$ cat config.mk
export PLATFORM = sky130hd
export DESIGN_NAME = aud_recorder
export DESIGN_NICKNAME = d
export VERILOG_FILES = /design/src/rtl/aud_pkg.sv /design/src/rtl/i2s_rx.sv /design/src/rtl/aud_recorder.sv
export SDC_FILE = /design/constraint.sdc
export NUM_CORES = 1
export LEC_CHECK = 0
export CORE_MARGIN = 3
export CORE_UTILIZATION = 55
export CTS_CLUSTER_SIZE = 28
export DETAILED_ROUTE_END_ITERATION = 12
export PLACE_DENSITY = 0.89
export SYNTH_ARGS = -nofsm -noshare
export SYNTH_HDL_FRONTEND = slang
export SYNTH_SLANG_ARGS = --single-unit
$ cat constraint.sdc
create_clock -name i_clk -period 3.25 [get_ports i_clk]
set_input_delay 0.4875 -clock i_clk [delete_from_list [all_inputs] [get_ports i_clk]]
set_output_delay 0.4875 -clock i_clk [all_outputs]
set_load 0.01 [all_outputs]
$ cat src/rtl/aud_pkg.sv
// Shared audio definitions: recorder state encoding and SRAM/sample widths,
// common to the recorder and the playback DSP block.
package aud_pkg;

   localparam int unsigned ADDR_W   = 20;
   localparam int unsigned SAMPLE_W = 16;

   typedef enum logic [2:0] {
      ST_IDLE  = 3'd0,
      ST_WAIT  = 3'd1,
      ST_CAPT  = 3'd2,
      ST_WRITE = 3'd3,
      ST_PAUSE = 3'd4,
      ST_FULL  = 3'd5
   } rec_state_e;

endpackage

$ cat src/rtl/i2s_rx.sv
// I2S receive front end: synchronizes the codec lines, finds BCLK rises and
// LRC edges, skips the one-bit delay and shifts in one 16-bit MSB-first word.
module i2s_rx
   import aud_pkg::*;
#(
   parameter int unsigned CHANNEL = 0
) (
   input  logic                i_clk,
   input  logic                i_rst_n,
   input  logic                i_bclk,
   input  logic                i_lrc,
   input  logic                i_adc_data,
   input  logic                i_capt,
   output logic                o_frame_start,
   output logic [SAMPLE_W-1:0] o_sample,
   output logic                o_valid
);

   localparam logic       CH_LRC   = (CHANNEL != 0);
   localparam logic [4:0] LAST_BIT = 5'(SAMPLE_W);

   // [1] is the synchronized value, [2] its one-cycle history for edge detection
   logic [2:0]          bclk_sr;
   logic [2:0]          lrc_sr;
   logic [1:0]          data_sr;
   logic [SAMPLE_W-1:0] shreg;
   logic [4:0]          bit_cnt;
   logic                bclk_rise;

   assign bclk_rise     = bclk_sr[1] & ~bclk_sr[2];
   assign o_frame_start = (lrc_sr[1] ^ lrc_sr[2]) && (lrc_sr[1] == CH_LRC);
   assign o_sample      = shreg;

   always_ff @(posedge i_clk or negedge i_rst_n) begin
      if (!i_rst_n) begin
         bclk_sr <= '0;
         lrc_sr  <= '0;
         data_sr <= '0;
      end else begin
         bclk_sr <= {bclk_sr[1:0], i_bclk};
         lrc_sr  <= {lrc_sr[1:0], i_lrc};
         data_sr <= {data_sr[0], i_adc_data};
      end
   end

   // bit_cnt: 0 = delay bit pending, 1..16 = data bits, 17 = slot done
   always_ff @(posedge i_clk or negedge i_rst_n) begin
      if (!i_rst_n) begin
         shreg   <= '0;
         bit_cnt <= '0;
         o_valid <= 1'b0;
      end else begin
         o_valid <= 1'b0;
         if (o_frame_start) begin
            bit_cnt <= '0;
         end else if (i_capt && bclk_rise) begin
            if (bit_cnt == 5'd0) begin
               bit_cnt <= 5'd1;
            end else if (bit_cnt <= LAST_BIT) begin
               shreg   <= {shreg[SAMPLE_W-2:0], data_sr[1]};
               bit_cnt <= bit_cnt + 5'd1;
               if (bit_cnt == LAST_BIT) o_valid <= 1'b1;
            end
         end
      end
   end

endmodule

$ cat src/rtl/aud_recorder.sv
// Audio recorder: captures one I2S channel and streams signed 16-bit samples
// into SRAM with start/pause/stop control and a full-memory stop.
module aud_recorder
   import aud_pkg::*;
#(
   parameter logic [19:0] ADDR_MAX = 20'hFFFFF,
   parameter int unsigned CHANNEL  = 0
) (
   input  logic        i_clk,
   input  logic        i_rst_n,
   input  logic        i_start,
   input  logic        i_pause,
   input  logic        i_stop,
   input  logic        i_bclk,
   input  logic        i_lrc,
   input  logic        i_adc_data,
   output logic [19:0] o_sram_addr,
   output logic [15:0] o_sram_data,
   output logic        o_sram_we,
   output logic [19:0] o_last_addr,
   output logic        o_full,
   output logic [2:0]  o_state
);

   rec_state_e          state, state_nxt;
   logic [ADDR_W-1:0]   addr_q;
   logic [ADDR_W-1:0]   last_q;
   logic [SAMPLE_W-1:0] data_q;
   logic                frame_start;
   logic                valid;
   logic [SAMPLE_W-1:0] sample;

   i2s_rx #(
      .CHANNEL(CHANNEL)
   ) u_rx (
      .i_clk        (i_clk),
      .i_rst_n      (i_rst_n),
      .i_bclk       (i_bclk),
      .i_lrc        (i_lrc),
      .i_adc_data   (i_adc_data),
      .i_capt       (state == ST_CAPT),
      .o_frame_start(frame_start),
      .o_sample     (sample),
      .o_valid      (valid)
   );

   always_ff @(posedge i_clk or negedge i_rst_n) begin
      if (!i_rst_n) state <= ST_IDLE;
      else          state <= state_nxt;
   end

   always_comb begin
      state_nxt = state;
      if (i_stop) begin
         state_nxt = ST_IDLE;
      end else begin
         unique case (state)
            ST_IDLE:  if (i_start) state_nxt = ST_WAIT;
            ST_WAIT: begin
               if (i_pause)          state_nxt = ST_PAUSE;
               else if (frame_start) state_nxt = ST_CAPT;
            end
            ST_CAPT: begin
               if (i_pause)    state_nxt = ST_PAUSE;
               else if (valid) state_nxt = ST_WRITE;
            end
            // a pending pause only takes effect once the strobe has been issued
            ST_WRITE: begin
               if (addr_q == ADDR_MAX) state_nxt = ST_FULL;
               else if (i_pause)       state_nxt = ST_PAUSE;
               else                    state_nxt = ST_WAIT;
            end
            ST_PAUSE: if (!i_pause && i_start) state_nxt = ST_WAIT;
            ST_FULL:  state_nxt = ST_FULL;
            default:  state_nxt = ST_IDLE;
         endcase
      end
   end

   always_comb begin
      o_sram_we   = (state == ST_WRITE);
      o_full      = (state == ST_FULL);
      o_state     = state;
      o_sram_addr = addr_q;
      o_last_addr = last_q;
      o_sram_data = data_q;
   end

   // a strobe in flight completes even under stop, so last_q still records it
   always_ff @(posedge i_clk or negedge i_rst_n) begin
      if (!i_rst_n) begin
         addr_q <= '0;
         last_q <= '0;
         data_q <= '0;
      end else begin
         if (state == ST_CAPT && valid) data_q <= sample;
         if (state == ST_WRITE)         last_q <= addr_q;
         if (i_stop || state == ST_IDLE)
            addr_q <= '0;
         else if (state == ST_WRITE && addr_q != ADDR_MAX)
            addr_q <= addr_q + 1'b1;
      end
   end

endmodule

# == Word-level counts from Yosys, hierarchy flattened ==
# Index checks and enable logic that the tools add are counted.
# op_classes
n_reduce_logical,15
mux,21
n_eq_ne,12
bitwise,6
add_sub_neg,2
n_lt_le_gt_ge,1
# ops
cell,n
2-to-1 mux 20 bit,2
2-to-1 mux 3 bit,9
adder 20 x 1 -> 20 bit (second input constant),1
== test 20 bit (second input constant),1
2-to-1 mux 5 bit,4
!= test 20 bit (second input constant),1
case mux 3 bit (6 select lines),1
!= test 4 bit (second input constant),2
AND reduction 4 bit,2
== test 3 x 2 -> 1 bit (second input constant),2
== test 3 bit (second input constant),2
!= test 3 bit (second input constant),2
adder 5 x 1 -> 5 bit (second input constant),1
== test 5 bit (second input constant),1
less-or-equal comparator 5 bit (second input constant),1
logical AND 1 bit,5
logical NOT 5 bit,1
2-to-1 mux 1 bit,5
NOT 1 bit,4
nonzero test 2 bit,2
== test 3 x 1 -> 1 bit (second input constant),1
logical NOT 3 bit,1
nonzero test 3 bit,1
AND reduction 2 bit,1
other kinds (4),4
# totals
reg_bits,89
in_bits,8
out_inout_bits,61
wordCells,67

# == Longest topological paths before layout ==
# Gate-level depths: netlist of run 1.
# depth
word_depth,6
ltp_mapped,10

# == Hierarchy ==
# Synthesis of run 1 repeated with hierarchy kept, for this count alone.
# hier_totals
hier_cells,347
hier_area_um2,3937.5
# modules_own_cells
mod,cells_per_inst,n_inst,area_each_um2
aud_recorder,267,1,2718.9
i2s_rx,80,1,1218.7

# == Worst setup path after synthesis of run 1 ==
# No wires, ideal clock.
# synth_timing
path_kind,flip-flop to flip-flop
startpoint,reg addr_q[13] (netlist: o_sram_addr[13])
endpoint,reg addr_q[19] (netlist: o_sram_addr[19])
stages_incl_launch_ff,7
required_time_ns,3.171
arrival_ns,1.928
period_less_slack_ns,2.007
slack_ns,1.243
setup_time_ns,0.079
path_cell_list,dfrtp_1 -> nand3_2 -> or4_4 -> buf_6 -> o31ai_4 -> or4_1 -> mux2i_1
# synth_via
elab_chain_len,3
elab_cells_between_ends,6
# synth_lines
element,line,text
from (decl),aud_recorder.sv:26,logic [ADDR_W-1:0] addr_q;
from (signal assigned),aud_recorder.sv:101,addr_q <= addr_q + 1'b1;
adder 20 x 1 -> 20 bit or != test 20 bit (tied branches),"aud_recorder.sv:101, aud_recorder.sv:100",
2-to-1 mux 20 bit or logical AND 1 bit (tied branches),aud_recorder.sv:100,else if (state == ST_WRITE && addr_q != ADDR_MAX)
2-to-1 mux 20 bit or nonzero test 2 bit (tied branches),-,
# Several ways; a longest one is shown, not always the timed one. The select of a mux whose other input is x is not followed.
# A chain may end at the register's enable or synchronous reset.

# == Worst setup path after layout of run 1 ==
# layout_timing
startpoint,reg state[2] (netlist: o_state[2])
endpoint,out o_sram_we
# layout_via
elab_chain_len,1
# layout_lines
element,line,text
from (decl),aud_recorder.sv:25,"rec_state_e state, state_nxt;"
from (signal assigned),aud_recorder.sv:49,else state <= state_nxt;
== test 3 x 2 -> 1 bit,aud_recorder.sv:81,o_sram_we = (state == ST_WRITE);
to (decl),aud_recorder.sv:19,"output logic o_sram_we,"
# Every way passes these cells.

==> metrics.cfg, run 1 <==
[layout]
multi_input_area_mm2=0.00161
area_delta_synth_final_pct=23.5
regArea_mm2=0.00223
final_nets=444
drive_gt1_share_pct=14.3
nFillCells=514
antenna_cells=0

[run_status]
status=complete, no violations

[critical_path]
critPathSlowestCell=clkdlybuf4s50_1
worstSetupPathType=reg -> out
critPathMaxStageDelay_ps=610
path_max_fanout=19
cp-end-kind=primary output
r2r_start=o_state[1]
ff2ff_setup_slack_ps=850
cp.arrival_ps=2120
startpoint_type=flip-flop
cp_cell_sequence=nand3b_1 -> inv_2 -> clkdlybuf4s50_1
reg2reg_depth=4
timing.rr.end=u_rx.o_sample[2]
cp.required_ps=2760

[synthesis]
synth_cells=364
synth.distinct_cells=50
netlist_area_mm2=0.00395
syn-num-nets=378
ys_warn_count=0
synth_seq_area_share_pct=56.3
ys.flop_type=dfrtp_1
synth_edf_count=0
async_reset_ff_share_pct=100
synth_seq_cells=89
avgSynthCellArea_um2=10.9

[timing]
period_share_pct=80.1
relSlewSlack_pct=29.1
maxSlewViolCount=0
skew_ps=11.0
tightest_slew_ps=1060
finalHoldViolCount=0
fin_ws_ps=647
fin_setup_tns_ps=0
layout_min_cycle_time_ps=2600
rsz0062_at_grt=no
fmax_ghz=0.384
setup_viol=0

[place]
post-place-ws_ps=870
numPortBuffers=68
gp_congestion=0.914
dp_hpwl_mm=5.75

[floorplanning]
initial_core_util_pct=57.6
fp.dieH_um=90.8
core_area_mm2=0.00687
io_pins=69
die_w_um=90.8
placementRows=30
dieArea_mm2=0.00824

[power]
finalPower_mw=1.94
p_leak_nw=2.21
power.density_mw_per_mm2=398
ir_drop_v=0.000320

[route]
first_iter_violations=161
wl_per_cell_um=15.8
drc=0
first_pass_iters=4
drt-total-wl_mm=8.41
num_vias=2992
antenna_left=0
vias_per_cell=5.63

[clocking]
root_buffer=clkbuf_8
cts_buffers=9
tritoncts=yes
holdBufCountCts=0
cts.sink_count=89
cts.path.max_buffers=2
post-cts-setup-buffers=0
cts_resized=0
worstSkewPairLatency_ps=360
htreeDepth=3
clk_pin_slew_ps=100

[global_route]
grt_pass1_vias=3007
track_usage_pct=21.7
gr-total-overflow=0
grt_max_degree=90
grt_pass1_wl_mm=14.5
antenna_found_initial=0

[min_path]
hp-class=in -> async

[job]
cap_violations=0

[registers in the layout, indices dropped and copies added (netlist names)]
name and flops:
u_rx.lrc_sr 3, u_rx.o_sample 16, o_state 3, o_sram_data 16, u_rx.bclk_sr 3, u_rx.bit_cnt 5, u_rx.data_sr 2, o_sram_addr 20
o_last_addr 20, u_rx.o_valid 1
[cell families (layout without fill, tap and decap cells)]
family | count (synthesis) | in the layout | share of synthesized area [%]
compound gates | 50 | 50 | 9.24
xor+xnor | 8 | 8 | 1.77
fa+ha+maj | 6 | 6 | 1.90
buf+inv | 27 | 98 | 3.04
flops | 89 | 89 | 56.3
mux | 35 | 35 | 9.87
simple gates | 149 | 149 | 17.8
[cell usage after synthesis, drive strengths merged, types with 2 or more instances]
library cell	n	area (um2)
xor2	5	43.8
nand2	72	273
a311oi	2	23.8
a2111oi	2	17.5
clkbuf	9	33.8
mux2	32	360
o211ai	3	22.5
a21oi	13	65.1
dfrtp	89	2230
and2	2	12.5
o311ai	2	17.5
buf	6	41.3
nand4	6	43.8
nor4	6	37.5
a41o	2	20.0
o41a	2	22.5
nand3	12	65.1
xnor2	3	26.3
a31oi	3	18.8
o21ai	10	50.1
nor2b	5	31.3
or3	5	31.3
mux2i	3	30.0
or4	4	33.8
nor2	23	86.3
and3	2	12.5
nand2b	3	18.8
o2111ai	2	17.5
nand3b	2	15.0
nor3	4	20.0
inv	12	45.0
o31ai	3	36.3
or2	2	12.5
ha	6	75.1
[power breakdown]
part / internal, mW / leakage (nW) / switching (mW)
sequential: 1.11 / 1.22 / 0.00817
clock: 0.300 / 0.0933 / 0.440
combinational: 0.0282 / 0.893 / 0.0525
total: 1.44 / 2.21 / 0.500
[critical path: cells and delay by family, from the launching register on]
family	cells	cell delay (ps)
buf+inv	2	930
simple gates	1	270
flops	1	550
[metal layers]
metal	vias up	wire length, um	GRT usage, %
met5	-	0	0
met4	0	158	8.29
met3	18	472	3.75
met2	119	4260	37.5
met1	1451	3520	27.4
li1	1404	-	-
[per-stage QoR]
step / util, % / cell area, um2 / cells / hold slack, ps
final: 71.1 / 4880 / 531 / 321
after global routing: 71.1 / 4880 / 531 / 376
after CTS: 71.1 / 4880 / 531 / 353
after detailed placement: 68.3 / 4690 / 515 / 337
after global placement: 68.3 / 4690 / 515 / 336
after floorplan: - / 3950 / 364 / 192
[final cells by class]
type                            count  area share [%]
Tap cell                           96            2.46
Clock inverter                      7            1.41
Inverter                           12           0.922
Multi-Input combinational cell    248            32.9
Clock buffer                        9            2.54
Timing Repair Buffer               70            14.2
Sequential cell                    89            45.6
[placed cells by master, fill, tap and decap left out, types with 4 or more instances in the layout]
master | Yosys | routed
a21oi_1 | 13 | 13
clkbuf_8 | 0 | 9
clkdlybuf4s50_1 | 0 | 67
dfrtp_1 | 89 | 89
ha_1 | 6 | 6
inv_1 | 11 | 11
inv_8 | 0 | 4
mux2_2 | 32 | 32
nand2_1 | 71 | 71
nand3_1 | 11 | 11
nand4_1 | 5 | 5
nor2_1 | 23 | 23
nor2b_1 | 5 | 5
nor3_1 | 4 | 4
nor4_1 | 6 | 6
o21ai_0 | 10 | 10
or3_1 | 5 | 5
xor2_1 | 5 | 5
[worst max-delay path by stage]
| stage | from | cells after the start | endpoint | slack (ps) |
|---|---|---|---|---|
| 2_1_floorplan | o_sram_addr[13] | 6 | o_sram_addr[19] | 1240 |
| 4_1_cts | o_state[2] | 3 | o_sram_we | 650 |
| 5_1_grt | o_state[2] | 3 | o_sram_we | 520 |
| 3_5_place_dp | o_state[1] | 4 | u_rx.o_sample[2] | 870 |
| 3_3_place_gp | o_state[1] | 4 | u_rx.o_sample[12] | 990 |
| 6_report | o_state[2] | 3 | o_sram_we | 650 |
No activity file was read; power rests on OpenSTA's default activity.
==> run 2, diff against run 1 <==
--- a/config.mk
+++ b/config.mk
@@ -6,10 +6,10 @@
 export NUM_CORES = 1
 export LEC_CHECK = 0
 export CORE_MARGIN = 3
-export CORE_UTILIZATION = 55
+export CORE_UTILIZATION = 47
 export CTS_CLUSTER_SIZE = 28
 export DETAILED_ROUTE_END_ITERATION = 12
-export PLACE_DENSITY = 0.89
+export PLACE_DENSITY = 0.81
 export SYNTH_ARGS = -nofsm -noshare
 export SYNTH_HDL_FRONTEND = slang
 export SYNTH_SLANG_ARGS = --single-unit
==> constraint.sdc (replaced) <==
create_clock -name i_clk -period 2.3 [get_ports i_clk]
set_input_delay 0.345 -clock i_clk [delete_from_list [all_inputs] [get_ports i_clk]]
set_output_delay 0.345 -clock i_clk [all_outputs]
set_load 0.01 [all_outputs]
==> run 2 against run 1 <==
Effect of this change: critical path depth increased by 6; cell count grew 4.3%; final area grew 3.4%; sequential power increased by 41%; wire length increased by 5.9%; total power grew 45%; flip-flop and latch count unchanged; non-clock buffer count rose by 17; sequential share of layout area fell by 1.5 points; clock skew fell by 1.6 ps; critical endpoint is now u_rx.bit_cnt[3]; largest cell class unchanged; largest power group unchanged.
==> metrics.cfg, run 2 (same netlist as run 1, synthesis figures left out) <==
[floorplanning]
io_pins=69  ; unchanged
initial_core_util_pct=49.9  ; was 57.6%
die_w_um=97.7  ; was 90.8 um
fp.dieH_um=97.7  ; was 90.8 um
core_area_mm2=0.00793  ; was 0.00687 mm2
dieArea_mm2=0.00955  ; was 0.00824 mm2
placementRows=32  ; was 30

[critical_path]
timing.rr.end=u_rx.bit_cnt[3]  ; was u_rx.o_sample[2]
startpoint_type=flip-flop  ; unchanged
crit_top_cell=ha_1
worstSetupPathType=reg -> reg  ; was reg -> out
crit_start=u_rx.bit_cnt[0]  ; was o_state[2]
critPathMaxStageDelay_ps=440  ; was 610 ps
path_max_fanout=6  ; was 19
r2r_start=u_rx.bit_cnt[0]  ; was o_state[1]
cp.depth=9  ; was 3
path_delay_family=simple AND/OR/NAND/NOR gates  ; was buffers and inverters
ff2ff_setup_slack_ps=100  ; was 850 ps
cp.required_ps=2590  ; was 2760 ps
reg2reg_depth=9  ; was 4
cp_cell_sequence=inv_2 -> ha_1 -> and2_4 -> inv_1 -> ha_1 -> nor2b_1 -> o41a_1 -> or3_1 -> a21oi_1  ; was nand3b_1 -> inv_2 -> clkdlybuf4s50_1
cp.arrival_ps=2480  ; was 2120 ps
endpoint=u_rx.bit_cnt[3]  ; was o_sram_we
crit_buf_inv=2  ; unchanged
cp-end-kind=flip-flop  ; was primary output
critPathSlowestCell=o41a_1  ; was clkdlybuf4s50_1

[timing]
layout_min_cycle_time_ps=2200
period_share_pct=95.5
skew_ps=9.35  ; was 11.0 ps
setup_viol=0  ; unchanged
relSlewSlack_pct=53.5  ; was 29.1%
maxSlewViolCount=0  ; unchanged
fmax_ghz=0.455
fin_ws_ps=104  ; was 647 ps
tightest_slew_ps=680  ; was 1060 ps
finalHoldViolCount=0  ; unchanged

[global_route]
antenna_found_initial=0  ; unchanged
grt_max_degree=52  ; was 90
track_usage_pct=19.5  ; was 21.7%
gr-total-overflow=0  ; unchanged
grt_pass1_wl_mm=15.2  ; was 14.5 mm
grt_pass1_vias=3104  ; was 3007

[clocking]
root_buffer=clkbuf_8  ; unchanged
cts.sink_count=89  ; unchanged
htreeDepth=3  ; unchanged
cts_buffers=9  ; unchanged
tritoncts=yes  ; unchanged
worstSkewPairLatency_ps=360  ; about the same
cts.path.max_buffers=2  ; unchanged
clk_pin_slew_ps=90  ; was 100 ps

[place]
dp_hpwl_mm=6.29  ; was 5.75 mm
gp_congestion=0.881  ; was 0.914
post-place-ws_ps=87.1  ; was 870 ps
numPortBuffers=68  ; unchanged

[power]
intPower_mw=2.17  ; was 1.44 mW
power.density_mw_per_mm2=557  ; was 398 mW/mm2
p_leak_nw=2.32  ; was 2.21 nW
ir_drop_v=0.000471  ; was 0.000320 V
pwr-share-comb_pct=4.6  ; was 4.2%
finalPower_mw=2.82  ; was 1.94 mW
p_sw_mw=0.649  ; was 0.500 mW
clockPowerShare_pct=39.1  ; was 38.1%
swShare_pct=23.0  ; was 25.7%
pwr-share-seq_pct=56.3  ; was 57.8%

[route]
met2_length_mm=4.48  ; was 4.26 mm
first_pass_iters=4  ; unchanged
drc=0  ; unchanged
wirelength_met1_mm=3.70  ; was 3.52 mm
wl_per_cell_um=16.1  ; was 15.8 um
met3_length_um=588  ; was 472 um
first_iter_violations=172  ; was 161
antenna_left=0  ; unchanged
num_vias=3095  ; was 2992
vias_per_cell=5.59  ; was 5.63
drt-total-wl_mm=8.91  ; was 8.41 mm
highest_layer=met4  ; unchanged

[layout]
final_nets=461  ; was 444
area_delta_synth_final_pct=27.8  ; was 23.5%
antenna_cells=0  ; unchanged
drive_gt1_share_pct=17.9  ; was 14.3%
nFillCells=652  ; was 514
final_cell_mix=88 x dfrtp_1, 71 x nand2_1, 67 x clkdlybuf4s50_1, 32 x mux2_2, 23 x nor2_1  ; was 89 x dfrtp_1, 71 x nand2_1, 67 x clkdlybuf4s50_1, 32 x mux2_2, 23 x nor2_1
mostFrequentLayoutCell=dfrtp_1  ; unchanged

[min_path]
hp-class=reg -> reg  ; was in -> async

[run_status]
status=complete, no violations  ; unchanged

[job]
cap_violations=0  ; unchanged

-- run 2: power groups by stage --
stage	Combinational (mW)	Clock, mW	Sequential, mW
after detailed placement	0.128	0	1.62
final	0.129	1.10	1.58
after CTS	0.130	1.13	1.58
after global routing	0.146	1.20	1.59
after global placement	0.124	0	1.61
after floorplan	0.0547	0	1.61
-- run 2: area by class of cell --
class,instances,area (um2),share of cell area [%]
Clock buffer,11,141,2.80
Sequential cell,89,2230,44.1
Tap cell,102,128,2.53
Multi-Input combinational cell,248,1610,31.9
Timing Repair Buffer,87,836,16.5
Clock inverter,5,61.3,1.21
Inverter,12,45.0,0.892
-- run 2: layer usage --
| layer | GRT usage, % | vias to the layer above |
|---|---|---|
| met2 | 33.0 | 116 |
| met1 | 24.4 | 1528 |
| met5 | 0 | - |
| met3 | 4.95 | 14 |
| li1 | - | 1437 |
| met4 | 6.50 | 0 |
-- run 2: timing repair --
action,in CTS,in global routing
resized for setup,1,4
pin swaps,0,4
endpoints found under the hold margin,38,0
hold buffers,1,0
endpoints found under the setup margin,1,2
setup buffers,0,2
-- run 2: per-stage QoR --
stage | std cells | setup TNS, ps | hold WS (ps) | utilization, % | area (um2)
global route | 554 | -13.2 | 361 | 63.7 | 5050
global placement | 535 | 0 | 332 | 60.8 | 4820
finish | 554 | 0 | 358 | 63.7 | 5050
CTS | 552 | 0 | 359 | 63.5 | 5030
detailed placement | 535 | 0 | 338 | 60.8 | 4820
floorplan | 364 | 0 | 49.4 | - | 3950
-- run 2: worst min path at each step --
stage | start | end | slack, ps | cells past startpoint
5_1_grt | u_rx.bclk_sr[0] | u_rx.bclk_sr[1] | 360 | 0
4_1_cts | u_rx.bclk_sr[0] | u_rx.bclk_sr[1] | 360 | 0
6_report | u_rx.bclk_sr[0] | u_rx.bclk_sr[1] | 360 | 0
2_1_floorplan | i_rst_n | o_last_addr[0] | 50 | 0
3_5_place_dp | u_rx.bclk_sr[0] | u_rx.bclk_sr[1] | 340 | 0
3_3_place_gp | u_rx.lrc_sr[0] | u_rx.lrc_sr[1] | 330 | 0
==> run 3, diff against run 2 <==
--- a/config.mk
+++ b/config.mk
@@ -5,11 +5,13 @@
 export SDC_FILE = /design/constraint.sdc
 export NUM_CORES = 1
 export LEC_CHECK = 0
+export CAP_MARGIN = 20
 export CORE_MARGIN = 3
-export CORE_UTILIZATION = 47
+export CORE_UTILIZATION = 30
 export CTS_CLUSTER_SIZE = 28
 export DETAILED_ROUTE_END_ITERATION = 12
-export PLACE_DENSITY = 0.81
+export PLACE_DENSITY = 0.58
+export SETUP_SLACK_MARGIN = 0.15
 export SYNTH_ARGS = -nofsm -noshare
 export SYNTH_HDL_FRONTEND = slang
 export SYNTH_SLANG_ARGS = --single-unit
==> run 3 against run 2 <==
Effect of this change: worst hold slack worse by 9.4 ps; sequential share of layout area down 1.9 points; worst setup slack better by 140 ps; register-to-register slack better by 140 ps; fmax up 7.1%.
==> metrics.cfg, run 3 (same netlist as run 1, synthesis figures left out) <==
[clocking]
tritoncts=yes  ; unchanged
cts.sink_count=89  ; unchanged
htreeDepth=3  ; unchanged
clk_pin_slew_ps=60  ; was 90 ps
cts_buffers=9  ; unchanged
cts.path.max_buffers=2  ; unchanged
worstSkewPairLatency_ps=340  ; was 360 ps
root_buffer=clkbuf_16  ; was clkbuf_8

[timing]
layout_min_cycle_time_ps=2050  ; was 2200 ps
maxSlewViolCount=0  ; unchanged
whs_ps=348  ; was 358 ps
finalHoldViolCount=0  ; unchanged
fin_setup_tns_ps=0  ; unchanged
tightest_slew_ps=581  ; was 680 ps
skew_ps=7.28  ; was 9.35 ps
relSlewSlack_pct=60.2  ; was 53.5%
setup_viol=0  ; unchanged
period_share_pct=89.2  ; was 95.5%
fmax_ghz=0.488  ; was 0.455 GHz
rsz0062_at_grt=no

[layout]
mostFrequentLayoutCell=dfrtp_1  ; unchanged
final_nets=464  ; was 461
multi_input_area_mm2=0.00162  ; was 0.00161 mm2
stdcell_count=626  ; was 554
final_cell_mix=86 x dfrtp_1, 71 x nand2_1, 66 x clkdlybuf4s50_1, 32 x mux2_2, 23 x nor2_1  ; was 88 x dfrtp_1, 71 x nand2_1, 67 x clkdlybuf4s50_1, 32 x mux2_2, 23 x nor2_1
nFillCells=1223  ; was 652
area_delta_synth_final_pct=33.5  ; was 27.8%
drive_gt1_share_pct=18.7  ; was 17.9%
regArea_mm2=0.00223  ; about the same
antenna_cells=0  ; unchanged

[critical_path]
critPathMaxStageDelay_ps=380  ; was 440 ps
cp_cell_sequence=inv_1 -> ha_1 -> and2_4 -> inv_1 -> ha_1 -> nor2b_1 -> o41a_1 -> or3_1 -> a21oi_2  ; was inv_2 -> ha_1 -> and2_4 -> inv_1 -> ha_1 -> nor2b_1 -> o41a_1 -> or3_1 -> a21oi_1
worstSetupPathType=reg -> reg  ; unchanged
crit_start=u_rx.bit_cnt[0]  ; unchanged
crit_buf_inv=2  ; unchanged
path_delay_family=simple AND/OR/NAND/NOR gates  ; unchanged
cp-end-kind=flip-flop  ; unchanged
critPathSlowestCell=dfrtp_1  ; was o41a_1
cp.required_ps=2570  ; was 2590 ps
r2r_start=u_rx.bit_cnt[0]  ; unchanged
cp.arrival_ps=2320  ; was 2480 ps
path_max_fanout=5  ; was 6
startpoint_type=flip-flop  ; unchanged

[power]
p_leak_nw=2.40  ; was 2.32 nW
power.density_mw_per_mm2=618  ; was 557 mW/mm2
ir_drop_v=0.000557  ; was 0.000471 V
finalPower_mw=3.26  ; was 2.82 mW

[global_route]
grt_pass1_vias=2946  ; was 3104
antenna_found_initial=0  ; unchanged
grt_pass1_wl_mm=15.0  ; was 15.2 mm
grt_max_degree=54  ; was 52
gr-total-overflow=0  ; unchanged
track_usage_pct=13.1  ; was 19.5%

[floorplanning]
initial_core_util_pct=31.0  ; was 49.9%
core_area_mm2=0.0128  ; was 0.00793 mm2
fp.dieH_um=121  ; was 97.7 um
placementRows=41  ; was 32
dieArea_mm2=0.0146  ; was 0.00955 mm2
io_pins=69  ; unchanged
die_w_um=121  ; was 97.7 um

[min_path]
hp-class=reg -> reg  ; unchanged
min_from=u_rx.data_sr[0]  ; was u_rx.bclk_sr[0]

[job]
cap_violations=0  ; unchanged

[route]
num_vias=3053  ; was 3095
first_iter_violations=205  ; was 172
drc=0  ; unchanged
drt-total-wl_mm=9.14  ; was 8.91 mm
first_pass_iters=4  ; unchanged
vias_per_cell=4.88  ; was 5.59
wl_per_cell_um=14.6  ; was 16.1 um
antenna_left=0  ; unchanged

[place]
numPortBuffers=68  ; unchanged
gp_congestion=0.815  ; was 0.881
dp_hpwl_mm=6.48  ; was 6.29 mm
dp.cells=608  ; was 535

[run_status]
status=complete, no violations  ; unchanged

-- run 3: cell types whose count changed in the layout (fill, tap and decap cells not counted), sizes merged --
| cell | previous run | this run |
|---|---|---|
| buf | 19 | 22 |
| inv | 15 | 12 |
| bufinv | 1 | 2 |
| clkbuf | 11 | 12 |
| clkdlybuf4s50 | 67 | 66 |
| dlymetal6s2s | 0 | 1 |
-- run 3: stage by stage --
step	area, um2	worst slack, ps	utilization [%]
3_5_place_dp	4930	154	38.6
2_1_floorplan	3950	293	-
6_report	5280	249	41.3
4_1_cts	5270	153	41.2
5_1_grt	5280	153	41.3
3_3_place_gp	4930	224	38.6
-- run 3: worst paths after layout --
kind | end | slack, ps | cells past startpoint
worst max-delay path | u_rx.bit_cnt[4] | 250 | 9
worst min-delay path | u_rx.data_sr[1] | 350 | 0
worst max register to register | u_rx.bit_cnt[4] | 250 | 9
worst min register to register | u_rx.data_sr[1] | 350 | 0
max in group asynchronous | o_sram_addr[7] | 1120 | 3
min in group asynchronous | o_last_addr[0] | 530 | 2
-- run 3: cell type report --
cell class / count / area share [%]
multi-input cells: 248 / 30.6
clock inverters: 3 / 1.23
flip-flops and latches: 89 / 42.3
well taps: 172 / 4.08
repair buffers: 90 / 16.3
inverters: 12 / 0.853
clock buffers: 12 / 4.67
-- run 3: layer usage --
layer  wire length (um)  track usage, %  part of all wire [%]
met1               3950            16.1                    43
met2               4530            21.8                    50
met3                581            4.54                   6.4
met4                 79            3.82                  0.86
met5                  0               0                     0
-- run 3: worst reg2reg max path: cells and delay by family, from the launching register on --
family,cells,cell delay [ps]
and+or+nand+nor,3,660
DFF,1,380
AOI/OAI and AO/OA,2,500
buffers and inverters,2,120
adders and majority gates,2,320
-- run 3: power by group --
part,switching [mW],internal (mW)
combinational,0.0815,0.0499
sequential,0.00886,1.58
clock,0.573,0.974
total,0.663,2.60
-- run 3: what timing repair did --
item | in CTS | in global routing
setup buffers | 2 | 0
resized for setup | 3 | 6
pin swaps | 1 | 4
hold endpoints to repair | 36 | 0
cloned | 0 | 0
hold buffers | 1 | 0
setup endpoints to repair | 4 | 6
